[config.mk]
export PLATFORM = sky130hd
export DESIGN_NAME = control_unit
export DESIGN_NICKNAME = d
export VERILOG_FILES = /design/src/rtl/cpu_ctrl_pkg.sv /design/src/rtl/instr_class_decode.sv /design/src/rtl/control_unit.sv
export SDC_FILE = /design/constraint.sdc
export NUM_CORES = 1
export LEC_CHECK = 0
export ABC_AREA = 1
export ABC_CLOCK_PERIOD_IN_PS = 1550
export BUFFER_PORTS_ARGS = -buffer_cell sky130_fd_sc_hd__buf_2
export CORE_UTILIZATION = 30
export CTS_CLUSTER_DIAMETER = 60
export DETAILED_ROUTE_END_ITERATION = 12
export MAX_ROUTING_LAYER = met4
export SLEW_MARGIN = 0
export SYNTH_ARGS = -nofsm -noshare
export SYNTH_HDL_FRONTEND = slang
export SYNTH_SLANG_ARGS = --single-unit
[constraint.sdc]
create_clock -name clock -period 1.55 [get_ports clock]
set_input_delay 0.2325 -clock clock [delete_from_list [all_inputs] [get_ports clock]]
set_output_delay 0.2325 -clock clock [all_outputs]
set_load 0.005 [all_outputs]
[src/rtl/cpu_ctrl_pkg.sv]
// cpu_ctrl_pkg: opcode constants, FSM states, instruction classes and strobe bundle for control_unit.
package cpu_ctrl_pkg;
   localparam logic [4:0] OP_LD    = 5'b00000;
   localparam logic [4:0] OP_LDI   = 5'b00001;
   localparam logic [4:0] OP_ST    = 5'b00010;
   localparam logic [4:0] OP_ADD   = 5'b00011;
   localparam logic [4:0] OP_RLAST = 5'b01011;
   localparam logic [4:0] OP_ADDI  = 5'b01100;
   localparam logic [4:0] OP_ANDI  = 5'b01101;
   localparam logic [4:0] OP_ORI   = 5'b01110;
   localparam logic [4:0] OP_DIV   = 5'b01111;
   localparam logic [4:0] OP_MUL   = 5'b10000;
   localparam logic [4:0] OP_MFHI  = 5'b11000;
   localparam logic [4:0] OP_MFLO  = 5'b11001;
   localparam logic [4:0] OP_NOP   = 5'b11010;
   localparam logic [4:0] OP_HALT  = 5'b11011;
   localparam logic [4:0] ALU_ADD  = 5'b00011;
   localparam logic [4:0] ALU_AND  = 5'b00101;
   localparam logic [4:0] ALU_OR   = 5'b00110;

   typedef enum logic [3:0] {
      S_RESET, S_T0, S_T1, S_T2, S_T3, S_T4, S_T5, S_T6, S_T7, S_HALT
   } state_t;

   typedef enum logic [3:0] {
      CL_LD, CL_LDI, CL_ST, CL_RTYPE, CL_IMM, CL_MULDIV, CL_MFHILO, CL_NOP, CL_HALT
   } class_t;

   typedef struct packed {
      logic gra, grb, grc, r_in, r_out, ba_out;
      logic pc_out, pc_in, inc_pc, ir_in, mar_in, mdr_in, mdr_out;
      logic y_in, z_in, z_low_out, z_high_out, hi_in, hi_out, lo_in, lo_out, c_out;
      logic read, write;
   } strobes_t;
endpackage

[src/rtl/instr_class_decode.sv]
// instr_class_decode: combinational opcode-to-instruction-class decoder.
module instr_class_decode
   import cpu_ctrl_pkg::*;
(
   input  logic [4:0] op,
   output class_t     cls
);
   always_comb
      cls = op == OP_LD ? CL_LD :
            op == OP_LDI ? CL_LDI :
            op == OP_ST ? CL_ST :
            (op >= OP_ADD && op <= OP_RLAST) ? CL_RTYPE :
            (op >= OP_ADDI && op <= OP_ORI) ? CL_IMM :
            (op == OP_MUL || op == OP_DIV) ? CL_MULDIV :
            (op == OP_MFHI || op == OP_MFLO) ? CL_MFHILO :
            op == OP_HALT ? CL_HALT : CL_NOP;
endmodule

[src/rtl/control_unit.sv]
// control_unit: Moore fetch/decode/execute sequencer for a simple CPU datapath.
// Define CTRL_MEM_WAIT_EN to make the memory states wait for mem_done.
module control_unit
   import cpu_ctrl_pkg::*;
(
   input  logic        clock,
   input  logic        clear,
   input  logic [31:0] ir,
   input  logic        mem_done,
   output logic        Gra, Grb, Grc, Rin, Rout, BAout,
   output logic        PCout, PCin, IncPC, IRin, MARin, MDRin, MDRout,
   output logic        Yin, Zin, Zlowout, Zhighout, HIin, HIout, LOin, LOout, Cout,
   output logic        Read, Write,
   output logic [4:0]  opcode,
   output logic        run
);
   state_t   state, state_n;
   class_t   cls, cls_q;
   logic [4:0] op_q;
   strobes_t s;
   logic     mem_ok;
   logic     unused_ir;

   assign unused_ir = ^ir[26:0];
`ifdef CTRL_MEM_WAIT_EN
   assign mem_ok = mem_done;
`else
   logic unused_mem_done;
   assign unused_mem_done = mem_done;
   assign mem_ok = 1'b1;
`endif

   instr_class_decode u_dec (.op(ir[31:27]), .cls(cls));

   // class and opcode are latched in T3 so later steps depend only on registered state
   always_ff @(posedge clock) begin
      state <= clear ? S_RESET : state_n;
      if (state == S_T3) begin
         cls_q <= cls;
         op_q  <= ir[31:27];
      end
   end

   always_comb begin
      state_n = state;
      case (state)
         S_RESET: state_n = S_T0;
         S_T0:    state_n = S_T1;
         S_T1:    state_n = mem_ok ? S_T2 : S_T1;
         S_T2:    state_n = S_T3;
         S_T3:    state_n = cls == CL_HALT ? S_HALT :
                            (cls == CL_MFHILO || cls == CL_NOP) ? S_T0 : S_T4;
         S_T4:    state_n = S_T5;
         S_T5:    state_n = (cls_q == CL_LD || cls_q == CL_ST || cls_q == CL_MULDIV) ? S_T6 : S_T0;
         S_T6:    state_n = cls_q == CL_MULDIV ? S_T0 : (cls_q == CL_ST || mem_ok) ? S_T7 : S_T6;
         S_T7:    state_n = (cls_q == CL_LD || mem_ok) ? S_T0 : S_T7;
         S_HALT:  state_n = S_HALT;
         default: state_n = S_RESET;
      endcase
   end

   always_comb begin
      s      = '0;
      opcode = OP_NOP;
      run    = state != S_HALT;
      case (state)
         S_T0: begin
            s.pc_out = 1'b1; s.mar_in = 1'b1; s.inc_pc = 1'b1; s.z_in = 1'b1;
         end
         S_T1: begin
            s.z_low_out = 1'b1; s.pc_in = 1'b1; s.read = 1'b1; s.mdr_in = 1'b1;
         end
         S_T2: begin
            s.mdr_out = 1'b1; s.ir_in = 1'b1;
         end
         S_T3: case (cls)
            CL_LD, CL_LDI, CL_ST: begin s.grb = 1'b1; s.ba_out = 1'b1; s.y_in = 1'b1; end
            CL_RTYPE, CL_IMM:     begin s.grb = 1'b1; s.r_out = 1'b1; s.y_in = 1'b1; end
            CL_MULDIV:            begin s.gra = 1'b1; s.r_out = 1'b1; s.y_in = 1'b1; end
            CL_MFHILO: begin
               s.hi_out = ~ir[27]; s.lo_out = ir[27]; s.gra = 1'b1; s.r_in = 1'b1;
            end
            default: ;
         endcase
         S_T4: begin
            s.z_in = 1'b1;
            case (cls_q)
               CL_RTYPE:  begin s.grc = 1'b1; s.r_out = 1'b1; opcode = op_q; end
               CL_MULDIV: begin s.grb = 1'b1; s.r_out = 1'b1; opcode = op_q; end
               default: begin
                  s.c_out = 1'b1;
                  opcode = cls_q != CL_IMM ? ALU_ADD :
                           op_q == OP_ANDI ? ALU_AND : op_q == OP_ORI ? ALU_OR : ALU_ADD;
               end
            endcase
         end
         S_T5: begin
            s.z_low_out = 1'b1;
            case (cls_q)
               CL_LD, CL_ST: s.mar_in = 1'b1;
               CL_MULDIV:    s.lo_in = 1'b1;
               default:      begin s.gra = 1'b1; s.r_in = 1'b1; end
            endcase
         end
         S_T6: case (cls_q)
            CL_LD:   begin s.read = 1'b1; s.mdr_in = 1'b1; end
            CL_ST:   begin s.gra = 1'b1; s.r_out = 1'b1; s.mdr_in = 1'b1; end
            default: begin s.z_high_out = 1'b1; s.hi_in = 1'b1; end
         endcase
         S_T7: begin
            s.mdr_out = 1'b1;
            if (cls_q == CL_LD) begin
               s.gra = 1'b1; s.r_in = 1'b1;
            end else s.write = 1'b1;
         end
         default: ;
      endcase
   end

   assign {Gra, Grb, Grc, Rin, Rout, BAout, PCout, PCin, IncPC, IRin, MARin, MDRin, MDRout,
           Yin, Zin, Zlowout, Zhighout, HIin, HIout, LOin, LOout, Cout, Read, Write} = s;
endmodule

==> results.sh, run 1 <==
export IMPL_outcome="finished with violations"
export IMPL_violations="negative setup slack"
export IMPL_grt_first_pass_wirelength_um=4040
export IMPL_wirelength_um=2660
export IMPL_synthDistinctLibCells=23
export IMPL_vias=1159
export IMPL_die_x_um=61.4
export IMPL_synth_area_leaders="edfxtp_1 (26%), nor2_1 (14%), nand2_1 (13%), inv_1 (7.8%), dfxtp_1 (7.6%)"
export IMPL_h_tree_depth=1
export IMPL_netlist_top_cells_count="nor2_1 (39), nand2_1 (36), inv_1 (22)"
export IMPL_synth_edf_count=9
export IMPL_clock_sinks=13
export IMPL_period_minus_slack_ns=1.69
export IMPL_io_pins=65
export IMPL_peakVddDrop_uv=164
export IMPL_worst_setup_path_start_kind="flip-flop"
export IMPL_grt_overflow=0
export IMPL_cts_tree="done"
export IMPL_synth_top_area_cell="edfxtp_1"
export IMPL_layout_nets=251
export IMPL_worstSetupPathType="reg2out"
export IMPL_cts_buffers=3
export IMPL_power_leakage_nw=0.784
export IMPL_gr_usage_all_layers_pct=15.0
export IMPL_syn_area_um2=1060
export IMPL_crit_buf_inv=2
export IMPL_syn_nets=197
export IMPL_synth_seq_cells=13
export IMPL_dominantRegCellSynth="edfxtp_1"
export IMPL_relSlewSlack_pct=82.8
export IMPL_crit_top_cell="nand2_2"
export IMPL_cpPeakStageDelay_ns=0.43
export IMPL_yosys_warnings=0
export IMPL_tns_ns=-1.29
export IMPL_antenna_cells=0
export IMPL_ant_nets=0
export IMPL_cts_root_buf="clkbuf_4"
export IMPL_cp_max_fo=3
export IMPL_via_per_inst=4.44
export IMPL_final_max_slew_violation_count=0
export IMPL_setup_slack_ns=-0.138
export IMPL_areaGrowthSynthToFinish_pct=43.6
export IMPL_initial_utilization_pct=31.5
export IMPL_clk_latency_ns=0.26
export IMPL_powerDensity_nw_per_um2=486
export IMPL_clk_pin_slew_ns=0.07
export IMPL_period_share_pct=109
export IMPL_wl_per_cell_um=10.2
export IMPL_fillers=381
export IMPL_path_delay_family="simple AND/OR/NAND/NOR gates"
export IMPL_synth_async_reset_ratio_pct=0
export IMPL_die_area_um2=3770
export IMPL_cpMaxStageDelayCell="edfxtp_1"
export IMPL_synthCells=162
export IMPL_timing_fmax_mhz=592
export IMPL_required_ns=1.32
export IMPL_crit_chain="inv_1 -> nand2_2 -> nor2_2 -> nand2_2 -> nor2_4 -> nor2_1 -> nand2_1 -> buf_2"
export IMPL_avgSynthCellArea_um2=6.53
export IMPL_fin_skew_ns=0.00218
export IMPL_dp_hpwl_um=2080
export IMPL_ctsHoldBuffers=0
export IMPL_core_um2=3360
export IMPL_p_total_mw=0.739
export IMPL_synth_most_common_cell="nor2_1"
export IMPL_die_y_um=61.4
export IMPL_rsz0062_at_grt="yes"
export IMPL_worst_slew_pin_slew_ns=0.256
export IMPL_drive_above_1_share_pct=46.5
export IMPL_hold_path_class="in2reg"
export IMPL_grt_pass1_vias=976
export IMPL_drc=0
export IMPL_cap_violations=0
export IMPL_gp_congestion=0.828
export IMPL_drt_iter0_markers=50
export IMPL_finalSetupViolCount=14
export IMPL_yosysSeqAreaShare_pct=33.1
export IMPL_synth_top_area_share_pct=25.5
export IMPL_port_buffers=36
export IMPL_antenna_found_initial=0
export IMPL_cts_buffer_depth=2
export IMPL_cp_arrival_ns=1.46
export IMPL_grt_max_degree=9
export IMPL_dr_pass1_iters=4
export IMPL_std_cell_rows=21
export IMPL_hold_viol=0
export IMPL_critPathCaptureType="output port"
[cells in the final DEF, fill, tap and decap left out, types with 2 or more instances in the layout]
cell,instances
edfxtp_1,9
nand2_2,10
nand4_1,4
nand3_1,12
nor2_1,29
clkbuf_4,3
nand3_2,3
nor2_2,9
nor2_8,2
nand2_4,3
buf_4,14
dfxtp_2,2
dfxtp_4,2
a21oi_1,4
nand2_1,30
inv_1,18
o21ai_0,4
inv_2,6
buf_2,36
nor2_4,4
inv_4,2
[timing repair]
| action | 4_1_cts | 5_1_grt |
|---|---|---|
| resized for setup | 13 | 21 |
| endpoints found under the setup margin | 18 | 23 |
| pin swaps | 7 | 6 |
| setup buffers | 8 | 4 |
[per-layer routing]
metal	track usage [%]	vias to the layer above	wire length, um
met5	-	-	0
met4	5.08	0	19
met3	2.10	2	66
met2	23.8	23	1300
met1	19.7	513	1270
li1	-	621	-
[registers in the layout, summed over array words and instances (netlist names)]
register,flops
cls_q,4
op_q,5
state,4
[kinds of logic (layout without fill, tap and decap cells)]
family / count (synthesis) / after routing / share of synthesized area, %
simple gates: 107 / 107 / 48.7
buf+inv: 28 / 81 / 10.9
compound gates: 14 / 14 / 7.33
flops: 13 / 13 / 33.1
[stage by stage]
stage / hold slack, ns / instances / setup WS (ns) / area (um^2) / util (%)
floorplan: 0.302 / 162 / 0.311 / 1060 / -
global placement: 0.441 / 245 / 0.0829 / 1300 / 38.8
detailed placement: 0.446 / 245 / 0.103 / 1300 / 38.8
CTS: 0.156 / 257 / -0.125 / 1440 / 42.9
global route: 0.146 / 261 / -0.272 / 1520 / 45.2
finish: 0.157 / 261 / -0.138 / 1520 / 45.2
[report_power, final]
part / internal, mW / switching (mW) / total [mW]
combinational: 0.0588 / 0.0944 / 0.153
clock: 0.0995 / 0.0954 / 0.195
sequential: 0.380 / 0.0107 / 0.391
[final timing paths]
kind / startpoint / endpoint / slack (ns) / depth (start not counted)
worst max-delay path: cls_q[3]$_DFFE_PP_ / Gra / -0.14 / 8
worst min-delay path: clear / state[1]$_SDFF_PP0_ / 0.16 / 2
worst max register to register: cls_q[0]$_DFFE_PP_ / state[2]$_SDFF_PP0_ / 0.19 / 10
worst min register to register: state[0]$_SDFF_PP0_ / state[0]$_SDFF_PP0_ / 0.60 / 3
[final cells by class]
| class | instances | area (um^2) | share of cell area (%) |
|---|---|---|---|
| Clock buffer | 4 | 26.3 | 1.73 |
| Inverter | 26 | 103 | 6.75 |
| Multi-Input combinational cell | 121 | 668 | 44.0 |
| Sequential cell | 13 | 360 | 23.7 |
| Tap cell | 46 | 57.6 | 3.79 |
| Timing Repair Buffer | 51 | 305 | 20.1 |
Power figures use the tool's default switching activity.
==> inputs of run 2 (changes only) <==
GPL_TIMING_DRIVEN = 0   (was not set)
SYNTH_HIERARCHICAL = 1   (was not set)
==> results.sh, run 2 <==
export IMPL_via_per_inst=4.83
export IMPL_period_share_pct=112
export IMPL_grt_pass1_vias=1127
export IMPL_timing_fmax_mhz=576
export IMPL_gr_usage_all_layers_pct=17.9
export IMPL_vias=1308
export IMPL_p_switching_mw=0.256
export IMPL_die_x_um=61.6
export IMPL_die_y_um=61.6
export IMPL_cp_startpoint="cls_q[3]$_DFFE_PP_"
export IMPL_syn_area_um2=1060
export IMPL_syn_nets=194
export IMPL_clock_sinks=13
export IMPL_dr_pass1_iters=4
export IMPL_peakVddDrop_uv=184
export IMPL_synth_async_reset_ratio_pct=0
export IMPL_regMostFlops="op_q"
export IMPL_drive_above_1_share_pct=63.6
export IMPL_critPathCaptureType="output port"
export IMPL_h_tree_depth=1
export IMPL_tns_ns=-1.82
export IMPL_final_common_cell="buf_2"
export IMPL_synth_top_area_cell="edfxtp_1"
export IMPL_gp_congestion=0.863
export IMPL_relSlewSlack_pct=79.4
export IMPL_reg2reg_depth=9
export IMPL_clk_latency_ns=0.27
export IMPL_cts_tree="done"
export IMPL_cp_arrival_ns=1.50
export IMPL_rsz0062_at_grt="yes"
export IMPL_violations="negative setup slack"
export IMPL_antenna_cells=0
export IMPL_synthCells=159
export IMPL_std_cell_rows=21
export IMPL_grt_max_degree=9
export IMPL_finalSetupViolCount=18
export IMPL_hold_viol=0
export IMPL_largest_reg_flops=5
export IMPL_outcome="finished with violations"
export IMPL_areaGrowthSynthToFinish_pct=81.1
export IMPL_avgSynthCellArea_um2=6.70
export IMPL_cts_buffer_depth=2
export IMPL_power_leakage_nw=0.902
export IMPL_p_total_mw=0.850
export IMPL_regToRegStartpoint="cls_q[2]$_DFFE_PP_"
export IMPL_synthDistinctLibCells=23
export IMPL_grt_overflow=0
export IMPL_p_seq_share_pct=46.0
export IMPL_post_route_cell_area_um2=1930
export IMPL_cts_buffers=3
export IMPL_largest_registers="op_q (5), cls_q (4), state (4)"
export IMPL_powerDensity_nw_per_um2=441
export IMPL_die_area_um2=3790
export IMPL_period_minus_slack_ns=1.73
export IMPL_yosys_warnings=6
export IMPL_ant_nets=0
export IMPL_p_comb_share_pct=30.7
export IMPL_antenna_found_initial=0
export IMPL_initial_utilization_pct=31.7
export IMPL_final_cell_mix="buf_2 (30), buf_4 (23), nand2_1 (20), inv_1 (16), nor2_4 (14)"
export IMPL_final_max_slew_violation_count=0
export IMPL_synth_edf_count=9
export IMPL_intPower_mw=0.594
export IMPL_postLayoutCoreUtil_pct=57.3
export IMPL_cp_max_fo=7
export IMPL_synth_most_common_cell="nor2_1"
export IMPL_io_pins=65
export IMPL_drc=0
export IMPL_layout_nets=261
export IMPL_drt_iter0_markers=76
export IMPL_dp_hpwl_um=2020
export IMPL_worst_r2r_endpoint="state[0]$_SDFF_PP0_"
export IMPL_rrSetupSlack_ns=0.08
export IMPL_worst_slew_pin_slew_ns=0.308
export IMPL_core_um2=3360
export IMPL_netlist_top_cells_count="nor2_1 (33), nand2_1 (30), inv_1 (25)"
export IMPL_dpl_worst_slack_ns=-0.392
export IMPL_cts_root_buf="clkbuf_4"
export IMPL_clk_pin_slew_ns=0.07
export IMPL_yosysSeqAreaShare_pct=32.9
export IMPL_dominantRegCellSynth="edfxtp_1"
export IMPL_hold_path_class="in2reg"
export IMPL_port_buffers=36
export IMPL_grt_first_pass_wirelength_um=4890
export IMPL_swShare_pct=30.1
export IMPL_setup_slack_ns=-0.185
export IMPL_fin_skew_ns=0.00289
export IMPL_wirelength_um=3330
export IMPL_synth_seq_cells=13
export IMPL_cap_violations=0
export IMPL_p_clk_share_pct=23.3
export IMPL_worstSetupPathType="reg2out"
export IMPL_synth_area_leaders="edfxtp_1 (25%), nor2_1 (12%), nand2_1 (11%), inv_1 (8.8%), dfxtp_1 (7.5%)"
export IMPL_placed_area_um2=1300
export IMPL_required_ns=1.32
export IMPL_synth_top_area_share_pct=25.4
export IMPL_ctsHoldBuffers=0
export IMPL_wl_per_cell_um=12.3
export IMPL_worst_setup_path_start_kind="flip-flop"
export IMPL_crit_end="opcode[2]"
[run 2: cell count changes after synthesis, sizes merged, moves of 2 or more]
| cell | previous run | this run |
|---|---|---|
| nand2 | 43 | 36 |
| nor2 | 44 | 38 |
| a21oi | 5 | 8 |
| nor3 | 0 | 3 |
| inv | 26 | 28 |
| nand3 | 15 | 17 |
[run 2: stage by stage]
stage	cells	hold WS, ns
global route	271	0.125
CTS	266	0.134
global placement	241	0.426
floorplan	159	0.302
detailed placement	241	0.429
finish	271	0.135
[run 2: area by class of cell]
class,instances,area (um^2)
multi-input cells,116,895
repair buffers,63,459
flip-flops and latches,13,360
plain buffers,1,7.51
fillers,312,1440
inverters,28,123
well taps,46,57.6
clock buffers,4,26.3
[run 2: worst min path at each step]
stage	startpoint	endpoint	slack, ns	cells past startpoint
after CTS	clear	state[0]$_SDFF_PP0_	0.13	2
after floorplan	clear	state[0]$_SDFF_PP0_	0.30	1
final	clear	state[0]$_SDFF_PP0_	0.13	2
after global placement	clear	state[1]$_SDFF_PP0_	0.43	2
after global routing	clear	state[1]$_SDFF_PP0_	0.13	2
after detailed placement	clear	state[0]$_SDFF_PP0_	0.43	2
[run 2: power groups by stage]
stage          logic [mW]  clock network, mW  registers [mW]
2_1_floorplan      0.0974                  0           0.395
3_5_place_dp        0.147                  0           0.396
5_1_grt             0.283              0.230           0.391
6_report            0.261              0.198           0.391
4_1_cts             0.226              0.203           0.389
3_3_place_gp        0.148                  0           0.396
[run 2: routing by layer]
metal	vias to the layer above	wire, um	track usage [%]	share of wire (%)
li1	644	-	-	-
met1	613	1400	22.3	42
met3	4	142	0.840	4.3
met2	47	1740	30.7	52
met4	0	42	6.35	1.3
met5	-	0	-	0
[run 2: cell families after synthesis]
group	count (synthesis)	share of synthesized area (%)
AND/OR/NAND/NOR	98	45.8
AO/OA/AOI/OAI	18	9.99
flip-flops	13	32.9
buffers and inverters	30	11.3
[run 2: timing repair]
action,CTS,global route
resized for setup,74,44
setup endpoints to repair,19,23
pin swaps,30,21
setup buffers,22,7
[run 2: worst max-delay path, stage by stage, from the launching register on]
cell and delay, ns:
edfxtp_1 0.49, nor2_4 0.21, nand2_4 0.12, nand2_8 0.12
nand2_1 0.07, a21oi_2 0.11, buf_2 0.12
==> inputs of run 3 (changes only) <==
TNS_END_PERCENT = 5   (was not set)
==> results.sh, run 3 (synthesis gave the netlist of run 2 again) <==
export IMPL_holdWs_ns=0.135
export IMPL_crit_buf_inv=2
export IMPL_regArea_um2=353
export IMPL_period_minus_slack_ns=1.71
export IMPL_worst_r2r_endpoint="state[0]$_SDFF_PP0_"
export IMPL_cpMaxStageDelayCell="edfxtp_1"
export IMPL_grt_use_met3_pct=1.05
export IMPL_worst_slew_pin_slew_ns=0.319
export IMPL_cts_tree="done"
export IMPL_fin_cells=259
export IMPL_finalSetupViolCount=17
export IMPL_core_um2=3360
export IMPL_grt_max_degree=9
export IMPL_layout_nets=249
export IMPL_antenna_cells=0
export IMPL_powerDensity_nw_per_um2=494
export IMPL_timing_fmax_mhz=585
export IMPL_hold_path_class="in2reg"
export IMPL_via_per_inst=4.55
export IMPL_dr_pass1_iters=4
export IMPL_placed_area_um2=1300
export IMPL_grtUsageMet1_pct=20.8
export IMPL_rrSetupSlack_ns=0.27
export IMPL_regToRegStartpoint="cls_q[2]$_DFFE_PP_"
export IMPL_cap_violations=0
export IMPL_areaGrowthSynthToFinish_pct=50.6
export IMPL_dpl_worst_slack_ns=-0.392
export IMPL_reg2reg_depth=8
export IMPL_cts_buffer_depth=2
export IMPL_gp_congestion=0.863
export IMPL_peakVddDrop_uv=208
export IMPL_dp_hpwl_um=2020
export IMPL_drive_above_1_share_pct=50.2
export IMPL_final_max_slew_violation_count=0
export IMPL_hold_viol=0
export IMPL_whs_endpoint="state[0]$_SDFF_PP0_"
export IMPL_relSlewSlack_pct=78.7
export IMPL_grt_first_pass_wirelength_um=4420
export IMPL_violations="negative setup slack"
export IMPL_use_met2_pct=26.7
export IMPL_h_tree_depth=1
export IMPL_worst_setup_path_start_kind="flip-flop"
export IMPL_min_delay_start="clear"
export IMPL_drc=0
export IMPL_final_common_cell="buf_2"
export IMPL_regMostFlops="op_q"
export IMPL_initial_utilization_pct=31.7
export IMPL_clk_latency_ns=0.26
export IMPL_fin_skew_ns=0.00124
export IMPL_largest_reg_flops=5
export IMPL_rsz0062_at_grt="yes"
export IMPL_drt_iter0_markers=69
export IMPL_outcome="finished with violations"
export IMPL_ctsHoldBuffers=0
export IMPL_die_area_um2=3790
export IMPL_setup_slack_ns=-0.161
export IMPL_crit_chain="nor2_2 -> nand2_2 -> buf_4 -> o22ai_1 -> buf_2"
export IMPL_worstSetupPathType="reg2out"
export IMPL_p_total_mw=0.792
export IMPL_path_delay_family="flip-flops"
export IMPL_clk_pin_slew_ns=0.07
export IMPL_cts_root_buf="clkbuf_4"
export IMPL_cts_buffers=3
export IMPL_grt_busiest_layer="met2"
export IMPL_cp_max_fo=4
export IMPL_fillers=349
export IMPL_io_pins=65
export IMPL_postLayoutCoreUtil_pct=47.7
export IMPL_antenna_found_initial=0
export IMPL_power_leakage_nw=0.793
export IMPL_port_buffers=36
export IMPL_gr_usage_all_layers_pct=16.2
export IMPL_dpl_cell_count=241
export IMPL_final_cell_mix="buf_2 (31), nand2_1 (26), inv_1 (20), nor2_1 (19), buf_4 (19)"
export IMPL_largest_registers="op_q (5), cls_q (4), state (4)"
export IMPL_post_route_cell_area_um2=1600
export IMPL_grt_pass1_vias=1015
export IMPL_period_share_pct=110
export IMPL_die_y_um=61.6
export IMPL_grt_overflow=0
export IMPL_multi_input_area_um2=736
export IMPL_required_ns=1.32
export IMPL_holdPathStages=2
export IMPL_cpPeakStageDelay_ns=0.43
export IMPL_wl_per_cell_um=10.7
export IMPL_clock_sinks=13
export IMPL_std_cell_rows=21
export IMPL_die_x_um=61.6
export IMPL_cp_arrival_ns=1.48
export IMPL_ant_nets=0
export IMPL_wirelength_um=2770
export IMPL_tns_ns=-1.31
export IMPL_vias=1178
export IMPL_critPathCaptureType="output port"
## run 3: cell types whose count changed in the layout (fill, tap and decap cells not counted), sizes merged
cell / before / now
buf: 64 / 52
## run 3: where the power goes
group | total (mW) | switching [mW] | leakage [nW] | internal [mW]
Sequential | 0.390 | 0.00897 | 0.113 | 0.381
Combinational | 0.204 | 0.120 | 0.665 | 0.0839
Clock | 0.197 | 0.0979 | 0.0150 | 0.0995
## run 3: how the worst max path moves through the flow
| stage | startpoint | endpoint | slack (ns) | cells after the start |
|---|---|---|---|---|
| after CTS | cls_q[3]$_DFFE_PP_ | opcode[1] | -0.15 | 7 |
| final | cls_q[3]$_DFFE_PP_ | Grb | -0.16 | 5 |
| after global routing | cls_q[3]$_DFFE_PP_ | Grb | -0.26 | 5 |
| after floorplan | ir[29] | Gra | 0.08 | 10 |
| after detailed placement | ir[31] | Gra | -0.39 | 12 |
| after global placement | ir[31] | Rin | -0.39 | 12 |
## run 3: what timing repair did
action,in CTS,in global routing
buffers inserted,13,1
endpoints found under the setup margin,19,21
gates resized for setup,47,7
pin swaps,20,4
endpoints found under the hold margin,0,0
## run 3: area by class of cell
| class | count | share of cell area [%] |
|---|---|---|
| Buffer | 2 | 0.936 |
| Clock buffer | 4 | 1.64 |
| Timing Repair Buffer | 50 | 19.3 |
| Multi-Input combinational cell | 116 | 45.9 |
| Sequential cell | 13 | 22.0 |
| Tap cell | 46 | 3.59 |
| Inverter | 28 | 6.71 |
## run 3: routing by layer
layer / up-vias / wire (um)
met5: - / 0
met4: 0 / 36
met3: 4 / 92
met2: 27 / 1370
met1: 525 / 1270
li1: 622 / -
